==> src/rtl/pwm_pkg.sv <==
// pwm_pkg: mode encodings and width helper shared by the multi-channel PWM driver.
package pwm_pkg;
  localparam logic [1:0] MODE_OFF     = 2'b00;
  localparam logic [1:0] MODE_CONST   = 2'b01;
  localparam logic [1:0] MODE_BREATHE = 2'b10;
  localparam logic [1:0] MODE_CHASE   = 2'b11;
  function automatic int clog2(input int v);
    int r = 0;
    while ((1 << r) < v) r++;
    return r < 1 ? 1 : r;
  endfunction
endpackage

==> src/rtl/pwm_chan.sv <==
// pwm_chan: one LED channel; folds the shared phase into a triangle level and
// compares it against the frame counter to produce a registered drive bit.
module pwm_chan import pwm_pkg::*; #(
  parameter int STEPS = 100,
  parameter int UNIT  = 10,
  parameter int OFS   = 0,
  parameter int LVL_W = 7,
  parameter int PH_W  = 8,
  parameter int CNT_W = 10
) (
  input  logic             clk,
  input  logic             rst,
  input  logic             en,
  input  logic [1:0]       mode,
  input  logic [LVL_W-1:0] duty,
  input  logic [PH_W-1:0]  phase,
  input  logic [CNT_W-1:0] cnt,
  output logic             led
);
  localparam int PW = PH_W + 1;
  logic [PW-1:0] sum, p;
  logic [LVL_W-1:0] level;
  logic led_d, led_q;
  always_comb begin
    sum = {1'b0, phase} + (mode == MODE_CHASE ? PW'(OFS) : '0);
    p = sum >= PW'(2*STEPS) ? sum - PW'(2*STEPS) : sum;
    level = mode == MODE_OFF ? '0
          : mode == MODE_CONST ? (duty > LVL_W'(STEPS) ? LVL_W'(STEPS) : duty)
          : LVL_W'(p <= PW'(STEPS) ? p : PW'(2*STEPS) - p);
    led_d = en && (int'(cnt) < int'(level) * UNIT);
  end
  always_ff @(posedge clk or negedge rst)
    if (!rst) led_q <= 1'b0;
    else led_q <= led_d;
  assign led = led_q;
endmodule

==> src/rtl/pwm_breathe_multi.sv <==
// pwm_breathe_multi: N-channel PWM LED driver with off, constant, breathe and
// phase-staggered chase modes sharing one frame counter and breathe phase.
module pwm_breathe_multi import pwm_pkg::*; #(
  parameter int N_CH            = 15,
  parameter int STEPS           = 100,
  parameter int UNIT            = 10,
  parameter int FRAMES_PER_STEP = 500,
  parameter int PH_OFF          = 13,
  localparam int LVL_W          = clog2(STEPS + 1)
) (
  input  logic             clk,
  input  logic             rst,
  input  logic             en,
  input  logic [1:0]       mode,
  input  logic [LVL_W-1:0] duty,
  output logic [N_CH-1:0]  led,
  output logic             step_tick,
  output logic             dir
);
  localparam int PH_W  = clog2(2*STEPS);
  localparam int CNT_W = clog2(STEPS*UNIT);
  localparam int FR_W  = clog2(FRAMES_PER_STEP);
  logic [CNT_W-1:0] cnt_q, cnt_d;
  logic [FR_W-1:0] frame_cnt_q, frame_cnt_d;
  logic [PH_W-1:0] phase_q, phase_d;
  logic [1:0] mode_q, mode_d;
  logic [LVL_W-1:0] duty_q, duty_d;
  logic step_tick_q, step_tick_d, dir_q, dir_d, frame_end, run, wrap;
  always_comb begin
    frame_end = cnt_q == CNT_W'(STEPS*UNIT-1);
    run = mode_q == MODE_BREATHE || mode_q == MODE_CHASE;
    wrap = frame_end && run && frame_cnt_q == FR_W'(FRAMES_PER_STEP-1);
    cnt_d = (!en || frame_end) ? '0 : cnt_q + 1'b1;
    frame_cnt_d = (!en || wrap) ? '0 : (frame_end && run) ? frame_cnt_q + 1'b1 : frame_cnt_q;
    phase_d = !en ? '0 : !wrap ? phase_q : phase_q == PH_W'(2*STEPS-1) ? '0 : phase_q + 1'b1;
    mode_d = (!en || frame_end) ? mode : mode_q;
    duty_d = (!en || frame_end) ? duty : duty_q;
    step_tick_d = en && wrap;
    dir_d = phase_d < PH_W'(STEPS);
  end
  always_ff @(posedge clk or negedge rst)
    if (!rst) begin
      cnt_q       <= '0;
      frame_cnt_q <= '0;
      phase_q     <= '0;
      mode_q      <= MODE_OFF;
      duty_q      <= '0;
      step_tick_q <= 1'b0;
      dir_q       <= 1'b1;
    end else begin
      cnt_q       <= cnt_d;
      frame_cnt_q <= frame_cnt_d;
      phase_q     <= phase_d;
      mode_q      <= mode_d;
      duty_q      <= duty_d;
      step_tick_q <= step_tick_d;
      dir_q       <= dir_d;
    end
  for (genvar i = 0; i < N_CH; i++) begin : g_ch
    pwm_chan #(
      .STEPS(STEPS), .UNIT(UNIT), .OFS((i*PH_OFF) % (2*STEPS)),
      .LVL_W(LVL_W), .PH_W(PH_W), .CNT_W(CNT_W)
    ) u_chan (
      .clk(clk), .rst(rst), .en(en), .mode(mode_q), .duty(duty_q),
      .phase(phase_q), .cnt(cnt_q), .led(led[i])
    );
  end
  assign step_tick = step_tick_q;
  assign dir = dir_q;
endmodule

==> config.mk <==
export PLATFORM = sky130hd
export DESIGN_NAME = pwm_breathe_multi
export DESIGN_NICKNAME = d
export VERILOG_FILES = /design/src/rtl/pwm_pkg.sv /design/src/rtl/pwm_chan.sv /design/src/rtl/pwm_breathe_multi.sv
export SDC_FILE = /design/constraint.sdc
export NUM_CORES = 1
export LEC_CHECK = 0
export BUFFER_PORTS_ARGS = -buffer_cell sky130_fd_sc_hd__buf_2
export CORE_ASPECT_RATIO = 1.25
export CORE_UTILIZATION = 33
export CTS_BUF_LIST = sky130_fd_sc_hd__clkbuf_4 sky130_fd_sc_hd__clkbuf_8 sky130_fd_sc_hd__clkbuf_16
export DETAILED_ROUTE_END_ITERATION = 10
export MAX_ROUTING_LAYER = met4
export PLACE_DENSITY_LB_ADDON = 0.3
export SYNTH_ARGS = -nofsm -noshare
export SYNTH_HDL_FRONTEND = slang
export SYNTH_SLANG_ARGS = --single-unit
==> constraint.sdc <==
create_clock -name clk -period 7.2 [get_ports clk]
set_clock_uncertainty 0.1 [all_clocks]
set_input_delay 0.36 -clock clk [delete_from_list [all_inputs] [get_ports clk]]
set_output_delay 0.36 -clock clk [all_outputs]
set_load 0.02 [all_outputs]
# Yosys cells after proc, flatten, opt, wreduce, memory -nomap -nowiden
# Index checks and enable logic that the tools add are counted.
# totals
regBits	53
word_cells	242
out_inout_bits	17
inputBits	12
# op_classes
eq_ne	6
reduce_logical	24
magnitude_cmp	47
mux	81
mul	15
addsub	47
# ops
op	n
< comparator 11 x 32 -> 1 bit	15
two-way mux 7 bit	51
two-way mux 9 bit	17
multiplier 7 x 3 -> 10 bit (second input constant)	15
less-or-equal comparator 9 x 7 -> 1 bit (second input constant)	15
adder 8 x 9 -> 9 bit	14
>= comparator 9 x 8 -> 1 bit (second input constant)	14
subtractor 9 x 8 -> 9 bit (second input constant)	14
subtractor 7 bit (first input constant)	15
two-way mux 8 bit	8
logical AND 1 bit	18
two-way mux 6 bit	2
adder 10 x 1 -> 10 bit (second input constant)	1
equality test 10 bit (second input constant)	1
two-way mux 10 bit	1
adder 9 x 1 -> 9 bit (second input constant)	1
equality test 9 bit (second input constant)	1
subtractor 8 x 8 -> 9 bit (second input constant)	1
adder 8 x 1 -> 8 bit (second input constant)	1
equality test 8 bit (second input constant)	1
>= comparator 8 bit (second input constant)	1
< comparator 8 x 7 -> 1 bit (second input constant)	1
greater-than comparator 7 bit (second input constant)	1
two-way mux 5 bit	1
other kinds (7)	10

# Depth between registers and ports, before layout
# Gate-level depths: netlist of the first run.
# logic_depth
word_depth	12
ltp_mapped	34
mapped_depth_nobuf	30

# Modules after synthesis
# Synthesis of the first run repeated with hierarchy kept, for this count alone.
# hier_totals
hier_cells	2859
hier_area_um2	22430.3
# by_module_without_submodules
mod	cells_each	area_per_inst_um2	seq_area_each_um2	instances
pwm_breathe_multi	168	1836.8	952.2	1
pwm_chan at g_ch[13].u_chan	203	1534.0	25.0	1
pwm_chan at g_ch[11].u_chan	194	1519.0	25.0	1
pwm_chan at g_ch[14].u_chan	198	1501.4	25.0	1
pwm_chan at g_ch[6].u_chan	193	1496.4	25.0	1
pwm_chan at g_ch[1].u_chan	194	1451.4	25.0	1
pwm_chan at g_ch[9].u_chan	192	1437.6	25.0	1
pwm_chan at g_ch[3].u_chan	169	1385.1	25.0	1
pwm_chan at g_ch[12].u_chan	177	1378.8	25.0	1
pwm_chan at g_ch[4].u_chan	180	1337.5	25.0	1
pwm_chan at g_ch[5].u_chan	178	1317.5	25.0	1
pwm_chan at g_ch[10].u_chan	161	1298.7	25.0	1
pwm_chan at g_ch[8].u_chan	161	1288.7	25.0	1
pwm_chan at g_ch[2].u_chan	170	1287.5	25.0	1
+2 rows	-	-	-	-

# Least setup slack after synthesis of the first run
# OpenSTA, ideal clock, no wires.
# synth_path
path_kind	register -> register
from	register phase_q[2]
to	register g_ch[6].u_chan.led_q
t_required_ps	7035
path_buffers	5
synth_period_minus_slack_ps	7558
arrival_ps	7393
setup_slack_ps	-358
setup_ps	65
path_stages_with_launch	34
path_cell_list	dfrtp_1 -> buf_6 -> buf_4 -> buf_2 -> buf_2 -> buf_2 -> xnor2_1 -> inv_1 -> ha_1 -> nor2_1 -> a21oi_2 -> xnor2_2 -> ha_1 -> o2111ai_1 -> a21o_1 -> and2_4 -> a211oi_2 -> o21ai_0 -> o41a_1 -> o21a_1 -> or3_1 -> and3_1 -> ha_1 -> ha_1 -> inv_1 -> fa_1 -> inv_1 -> a21oi_1 -> o21bai_1 -> xnor2_1 -> ha_1 -> a21o_1 -> a2111oi_0 -> a31o_2
# synth_via
elab_chain_len	10
word_cells_on_any_way	12
classes_between	3 x add/sub; 1 x mul; 3 x order compare; 4 x mux; 1 x reduce/logical
# synth_rtl
item	line	source
start: declaration	pwm_breathe_multi.sv:25	logic [PH_W-1:0] phase_q, phase_d;
start signal: assignment	pwm_breathe_multi.sv:53	phase_q <= phase_d;
adder 8 x 9 -> 9 bit *	pwm_chan.sv:25	sum = {1'b0, phase} + (mode == MODE_CHASE ? PW'(OFS) : '0);
subtractor 9 x 8 -> 9 bit or >= comparator 9 x 8 -> 1 bit (tied branches)	pwm_chan.sv:26	p = sum >= PW'(2*STEPS) ? sum - PW'(2*STEPS) : sum;
two-way mux 9 bit *	pwm_chan.sv:26	
less-or-equal comparator 9 x 7 -> 1 bit or subtractor 7 bit (tied branches)	pwm_chan.sv:29	: LVL_W'(p <= PW'(STEPS) ? p : PW'(2*STEPS) - p);
two-way mux 7 bit *	pwm_chan.sv:29	
two-way mux 7 bit *	pwm_chan.sv:28	: mode == MODE_CONST ? (duty > LVL_W'(STEPS) ? LVL_W'(STEPS) : duty)
two-way mux 7 bit *	pwm_chan.sv:27	level = mode == MODE_OFF ? '0
multiplier 7 x 3 -> 10 bit *	pwm_chan.sv:30	led_d = en && (int'(cnt) < int'(level) * UNIT);
< comparator 11 x 32 -> 1 bit *	pwm_chan.sv:30	
logical AND 1 bit *	pwm_chan.sv:30	
via g_ch[6].u_chan.led_d	pwm_chan.sv:23	logic led_d, led_q;
end signal: assignment	pwm_chan.sv:34	else led_q <= led_d;
end: declaration	pwm_chan.sv:23	
# The timed path passes the listed nets; every way through them passes the cells marked *.
# A chain may end at the register's enable or synchronous reset.

# Final worst setup path of the first run
# layout_path
from	register mode_q[1]
to	register g_ch[6].u_chan.led_q
# layout_via
elab_chain_len	12
word_cells_on_any_way	16
classes_between	3 x add/sub; 1 x mul; 3 x order compare; 2 x eq/ne; 5 x mux; 2 x reduce/logical
# layout_rtl
item	line	source
start: declaration	pwm_breathe_multi.sv:26	logic [1:0] mode_q, mode_d;
start signal: assignment	pwm_breathe_multi.sv:54	mode_q <= mode_d;
equality test 2 bit	pwm_chan.sv:25	
two-way mux 7 bit	pwm_chan.sv:25	
adder 8 x 9 -> 9 bit	pwm_chan.sv:25	
subtractor 9 x 8 -> 9 bit or >= comparator 9 x 8 -> 1 bit (tied branches)	pwm_chan.sv:26	
two-way mux 9 bit	pwm_chan.sv:26	
less-or-equal comparator 9 x 7 -> 1 bit or subtractor 7 bit (tied branches)	pwm_chan.sv:29	
two-way mux 7 bit	pwm_chan.sv:29	
two-way mux 7 bit	pwm_chan.sv:28	
two-way mux 7 bit *	pwm_chan.sv:27	
multiplier 7 x 3 -> 10 bit *	pwm_chan.sv:30	
< comparator 11 x 32 -> 1 bit *	pwm_chan.sv:30	
logical AND 1 bit *	pwm_chan.sv:30	
via g_ch[6].u_chan.led_d	pwm_chan.sv:23	
# Marked as above.

==> results of run 1 <==
==> path summary, 6_finish.rpt <==
path	end	depth (start not counted)	startpoint
setup / recovery	g_ch[6].u_chan.led	29	mode_q[1]
hold / removal	g_ch[2].u_chan.led	2	rst
setup reg to reg	g_ch[6].u_chan.led	29	mode_q[1]
hold reg to reg	cnt_q[0]	1	cnt_q[0]
max in group asynchronous	phase_q[4]	2	rst
min in group clk	duty_q[5]	2	duty[5]
==> flip-flops by register name, summed over array words and instances (netlist names) <==
| signal | flops |
|---|---|
| g_ch.u_chan.led | 15 |
| cnt_q | 10 |
| frame_cnt_q | 9 |
| phase_q | 8 |
| duty_q | 7 |
| mode_q | 2 |
| dir | 1 |
| step_tick | 1 |
==> cells in the final DEF, fill, tap and decap left out, drive strengths merged, types with 68 or more instances in the layout <==
master  synthesis  final
xnor2         128    128
a21o           68     68
ha            293    293
nand2         138    138
nand3          71     71
o21ai         150    150
buf            91    107
a21oi         248    248
inv           153    155
nor2          180    180
xor2           70     70
==> final cells by class <==
cell class,instances,share of cell area (%)
Antenna cell,1,0.0135
Clock buffer,5,0.676
Clock inverter,3,0.155
Inverter,154,3.12
Multi-Input combinational cell,1992,80.0
Sequential cell,53,7.23
Tap cell,665,4.49
Timing Repair Buffer,108,4.33
==> power groups by stage <==
stage / combinational [uW] / clock [uW] / sequential, uW
5_1_grt: 1440 / 339 / 332
6_report: 1270 / 323 / 329
4_1_cts: 1270 / 329 / 329
3_5_place_dp: 1260 / 0 / 335
3_3_place_gp: 1230 / 0 / 335
2_1_floorplan: 933 / 0 / 332
==> timing repair <==
item                                    in CTS  in global routing
buffers inserted                             0                  2
endpoints found under the setup margin       0                  7
gates resized for setup                      0                  5
==> cells by family (layout without fill, tap and decap cells) <==
logic type	Yosys count	count (layout)	share of synthesized area [%]
simple gates	660	660	19.1
fa+ha+maj	311	311	23.0
flops	53	53	7.65
xor+xnor	198	198	10.2
compound gates	780	780	29.9
mux	43	43	2.59
buf+inv	293	270	7.60
other cells	0	1	0
==> stage by stage <==
| stage | area, um^2 | setup WS [ns] | power (uW) | hold slack, ns |
|---|---|---|---|---|
| finish | 18500 | 0.406 | 1930 | 0.0853 |
| global route | 18500 | 0.00787 | 2110 | 0.108 |
| CTS | 18500 | 0.278 | 1930 | 0.111 |
| detailed placement | 18300 | 0.262 | 1600 | 0.369 |
| global placement | 18300 | 0.396 | 1560 | 0.351 |
| floorplan | 17400 | 0.0539 | 1260 | -0.0356 |
==> worst max-delay path, delay by kind of cell (launching register included) <==
kind	cells	cell delay, ns
xor+xnor	3	0.48
compound gates	13	2.92
buf+inv	3	0.27
fa+ha+maj	6	1.62
simple gates	4	0.89
flops	1	0.43
==> per-layer routing <==
metal	track usage [%]	part of all wire [%]	vias up
met3	2.84	5.4	139
li1	-	-	8533
met2	42.1	48	624
met4	11.5	4.7	0
met1	30.2	42	8591
met5	-	0	-
==> impl_metrics.csv, run 1 <==
group,metric,value,unit
outcome,status,"finished clean",
timing,hold_viol,0,
routing,post_drt_via_cell_ratio,6.00,
global_route,grt_first_pass_wirelength,102000,um
yosys,synth_warnings,0,
yosys,yosysSeqAreaShare,7.65,%
worst_setup_path,worst_setup_path_start_kind,"flop",
routing,drtIter0Drc,1385,
timing,slew_violations,0,
yosys,yosys-top-cells-count,"ha_1, a21oi_1, nor2_1",
yosys,syn_nets,2658,
routing,drc,0,
worst_setup_path,slowest_stage,"o41a_1",
routing,routedWlPerCell,22.1,um
floorplanning,die_h,258,um
worst_setup_path,reg2reg_slack,0.41,ns
yosys,netlist_top_cells_area,"ha_1, dfrtp_1, a21oi_1",
routing,final_antenna_net_count,0,
clock_tree,clk_latency,0.37,ns
yosys,synthFlopType,"dfrtp_1",
timing,rsz0062_at_grt,"false",
routing,vias,17900,
place,place_inst,2970,
yosys,synth_edf_count,0,
timing,tightest_slew,1.11,ns
layout,regArea,0.00134,mm^2
clock_tree,cts_tree,"done",
power_and_ir_drop,vdd_drop_max,0.105,mV
layout,nFillCells,5419,
min_path,hold_path.class,"in -> async",
clock_tree,cts.path.max_buffers,2,
power_and_ir_drop,switching_share,51.1,%
global_route,grt_max_degree,67,
routing,first_pass_iters,6,
clock_tree,cts_buffers,5,
timing,post-route-min-period,6.79,ns
timing,layout_worst_path_cycle_share,94.4,%
power_and_ir_drop,seq_power_share,17.1,%
floorplanning,rows,93,
layout,final_util,35.8,%
yosys,synth.distinct_cells,113,
yosys,synth_top_cell_by_area,"ha_1",
floorplanning,coreArea,0.0518,mm^2
timing,tns,0,ns
power_and_ir_drop,power.density,104,mW/mm^2
global_route,antenna_found_initial,0,
global_route,gr-total-overflow,0,
layout,fin_nets,2634,
place,dp_hpwl,49200,um
worst_setup_path,worstPathRequired,7.40,ns
yosys,synth_cells,2338,
yosys,synth_seq_cells,53,
clock_tree,cts_hold_buf,0,
job,drv_cap,0,
floorplanning,io_pins,29,
power_and_ir_drop,power_frac_comb,66.1,%
layout,area_delta_synth_final,6.65,%
routing,totalWireLength,66000,um
clock_tree,root_buffer,"clkbuf_16",
layout,instances_no_fill,2981,
yosys,synth_top_area_share,21.1,%
global_route,grt_pass1_vias,17400,
timing,fmax,0.147,GHz
floorplanning,dieWidth,207,um
clock_tree,path_clk_slew,0.11,ns
layout,drive_gt1_share,9.81,%
timing,slew_headroom,25.7,%
worst_setup_path,critPathMaxFanout,5,
floorplanning,initial_utilization,33.5,%
power_and_ir_drop,p_clk_share,16.8,%
worst_setup_path,path_common_cell,"ha_1",
global_route,grt.total_usage,25.1,%
yosys,synth_most_common_cell,"ha_1",
floorplanning,die_area,0.0535,mm^2
worst_setup_path,end_kind,"flop",
yosys,syn-mean-instance-area,7.42,um^2
clock_tree,clkSinkCount,53,
worst_setup_path,path_class,"reg -> reg",
yosys,async_flop_share,100,%
place,port_buffers,28,
power_and_ir_drop,p_switching,984,uW
power_and_ir_drop,power.leakage,0.00806,uW
power_and_ir_drop,intPower,942,uW
layout,multi_input_area,0.0148,mm^2
timing,setup_viol,0,
worst_setup_path,cp.arrival,7.00,ns
yosys,syn-cell-area,0.0174,mm^2
place,gp_routability_congestion,0.978,
worst_setup_path,slowest_delay,0.49,ns
clock_tree,htree_levels,2,
No activity file was read; power rests on OpenSTA's default activity.
==> run 2: changes to the inputs <==
--- a/config.mk
+++ b/config.mk
@@ -7,7 +7,7 @@
 export LEC_CHECK = 0
 export BUFFER_PORTS_ARGS = -buffer_cell sky130_fd_sc_hd__buf_2
 export CORE_ASPECT_RATIO = 1.25
-export CORE_UTILIZATION = 33
+export CORE_UTILIZATION = 30
 export CTS_BUF_LIST = sky130_fd_sc_hd__clkbuf_4 sky130_fd_sc_hd__clkbuf_8 sky130_fd_sc_hd__clkbuf_16
 export DETAILED_ROUTE_END_ITERATION = 10
 export MAX_ROUTING_LAYER = met4
==> constraint.sdc (replaced) <==
create_clock -name clk -period 7.4 [get_ports clk]
set_clock_uncertainty 0.1 [all_clocks]
set_input_delay 0.37 -clock clk [delete_from_list [all_inputs] [get_ports clk]]
set_output_delay 0.37 -clock clk [all_outputs]
set_load 0.02 [all_outputs]
==> run 2 against run 1 <==
Against the previous run:
- critical path depth fell by 4
- die area increased by 9.9%
- final area fell by 0.21%
- routed wire length down 2.5%
- utilization decreased by 3.4 points
- largest power group unchanged
==> impl_metrics.csv, run 2 (synthesized netlist as in run 1, its figures left out) <==
group,metric,value,unit
place,port_buffers,28,
global_route,antenna_found_initial,0,
place,gp_routability_congestion,0.986,
power_and_ir_drop,p_clk_share,16.5,%
routing,drtIter0Drc,1200,
layout,fin_nets,2626,
worst_setup_path,r2r_start,"mode_q[1]",
global_route,gr-total-overflow,0,
layout,diodes,0,
worst_setup_path,critPathMaxFanout,61,
floorplanning,initial_utilization,30.4,%
timing,whs,0.0501,ns
global_route,grt_first_pass_wirelength,99600,um
timing,worst_slack,0.458,ns
power_and_ir_drop,power.density,101,mW/mm^2
layout,final_cell_mix,"ha_1, a21oi_1, nor2_1, inv_1, o21ai_0",
routing,post_drt_via_cell_ratio,5.80,
routing,drc,0,
layout,fin_area,0.0185,mm^2
clock_tree,cts_tree,"done",
place,dp_hpwl,48000,um
layout,area_delta_synth_final,6.43,%
power_and_ir_drop,intPower,914,uW
clock_tree,clkSinkCount,53,
worst_setup_path,startpoint,"mode_q[1]",
power_and_ir_drop,p_switching,944,uW
layout,largest_register_ffs,15,
clock_tree,cts.path.max_buffers,2,
worst_setup_path,reg2reg_slack,0.46,ns
layout,drive_gt1_share,9.45,%
floorplanning,coreArea,0.0571,mm^2
timing,fmax,0.144,GHz
floorplanning,die_area,0.0588,mm^2
timing,hold_viol,0,
layout,final_common_cell,"ha_1",
job,drv_cap,0,
power_and_ir_drop,switching_share,50.8,%
clock_tree,cts_buffers,5,
worst_setup_path,worst_setup_path_start_kind,"flop",
place,placed_cell_area,0.0183,mm^2
timing,layout_worst_path_cycle_share,93.8,%
clock_tree,root_buffer,"clkbuf_16",
routing,first_pass_iters,6,
routing,routedWlPerCell,21.0,um
routing,vias,17700,
place,post-place-ws,0.261,ns
worst_setup_path,cp.arrival,7.11,ns
worst_setup_path,r2r-end,"g_ch[1].u_chan.led",
floorplanning,dieWidth,217,um
clock_tree,cts_hold_buf,0,
global_route,grt.total_usage,22.3,%
clock_tree,clk_latency,0.36,ns
power_and_ir_drop,seq_power_share,17.2,%
routing,totalWireLength,64300,um
power_and_ir_drop,power.leakage,0.00799,uW
floorplanning,io_pins,29,
timing,slew_headroom,26.8,%
power_and_ir_drop,vdd_drop_max,0.0877,mV
min_path,hold_path.class,"in -> async",
worst_setup_path,r2r.worst_path.cells,25,
routing,final_antenna_net_count,0,
outcome,status,"finished clean",
clock_tree,htree_levels,2,
timing,slew_violations,0,
worst_setup_path,worstPathRequired,7.57,ns
worst_setup_path,path_class,"reg -> reg",
floorplanning,die_h,271,um
global_route,grt_max_degree,62,
clock_tree,path_clk_slew,0.11,ns
worst_setup_path,end_kind,"flop",
timing,tightest_slew,1.10,ns
timing,post-route-min-period,6.94,ns
global_route,grt_pass1_vias,17700,
timing,setup_viol,0,
worst_setup_path,setup.worst_path.end,"g_ch[1].u_chan.led",
floorplanning,rows,98,
power_and_ir_drop,power_frac_comb,66.3,%
run 2: power groups by stage:
stage | Combinational, uW | Clock [uW] | Sequential [uW]
3_3_place_gp | 1190 | 0 | 326
4_1_cts | 1230 | 323 | 321
5_1_grt | 1390 | 327 | 323
6_report | 1230 | 307 | 320
3_5_place_dp | 1220 | 0 | 326
2_1_floorplan | 907 | 0 | 322
run 2: final cells by class:
| type | count | area (um^2) |
|---|---|---|
| tap | 750 | 938 |
| inverter | 154 | 578 |
| sequential | 53 | 1340 |
| fill | 6226 | 38700 |
| multi-input combinational | 1992 | 14800 |
| clock inverter | 3 | 28.8 |
| timing repair buffer | 100 | 681 |
| clock buffer | 5 | 125 |
run 2: repair_timing:
item	in CTS	in global routing
buffers inserted	0	2
gates resized for setup	0	5
setup endpoints to repair	0	1
run 2: how the worst min path moves through the flow:
| stage | from | end | slack, ns | cells after the start |
|---|---|---|---|---|
| 3_5_place_dp | cnt_q[0] | cnt_q[0] | 0.35 | 1 |
| 3_3_place_gp | cnt_q[0] | cnt_q[0] | 0.35 | 1 |
| 2_1_floorplan | rst | cnt_q[0] | -0.03 | 0 |
| 4_1_cts | rst | g_ch[11].u_chan.led | 0.12 | 2 |
| 6_report | rst | g_ch[14].u_chan.led | 0.05 | 2 |
| 5_1_grt | duty[0] | duty_q[0] | 0.14 | 2 |
run 2: per-stage QoR:
stage | std cells | TNS (ns) | util, % | total power, uW
floorplan | 2338 | 0 | - | 1230
global placement | 3047 | 0 | 32.0 | 1510
detailed placement | 3047 | 0 | 32.0 | 1540
CTS | 3055 | 0 | 32.3 | 1870
global route | 3057 | -0.00627 | 32.3 | 2040
finish | 3057 | 0 | 32.3 | 1860
run 2: critical path, cell delays in order, from the launching register on:
cell and delay, ns:
dfrtp_2 0.38, buf_4 0.56, nand2_2 0.44, buf_4 0.37, nor2_1 0.17, xnor2_1 0.19
ha_1 0.28, inv_1 0.09, o41ai_2 0.53, a21oi_1 0.27, o221a_2 0.34, xnor2_2 0.19
o21ba_2 0.24, o21a_1 0.13, o31ai_1 0.06, a21oi_1 0.29, ha_1 0.31, ha_1 0.30
a21o_1 0.18, a21oi_1 0.22, o21ai_0 0.11, a21oi_1 0.18, xnor2_1 0.10, ha_1 0.20
or4_1 0.39, o221ai_1 0.20
run 2: routing by layer:
metal	vias to the layer above	track usage (%)	part of all wire, %
met1	8542	25.9	42
met2	510	37.3	48
met4	0	12.2	5.6
li1	8519	-	-
met3	150	2.42	4.4
met5	-	-	0
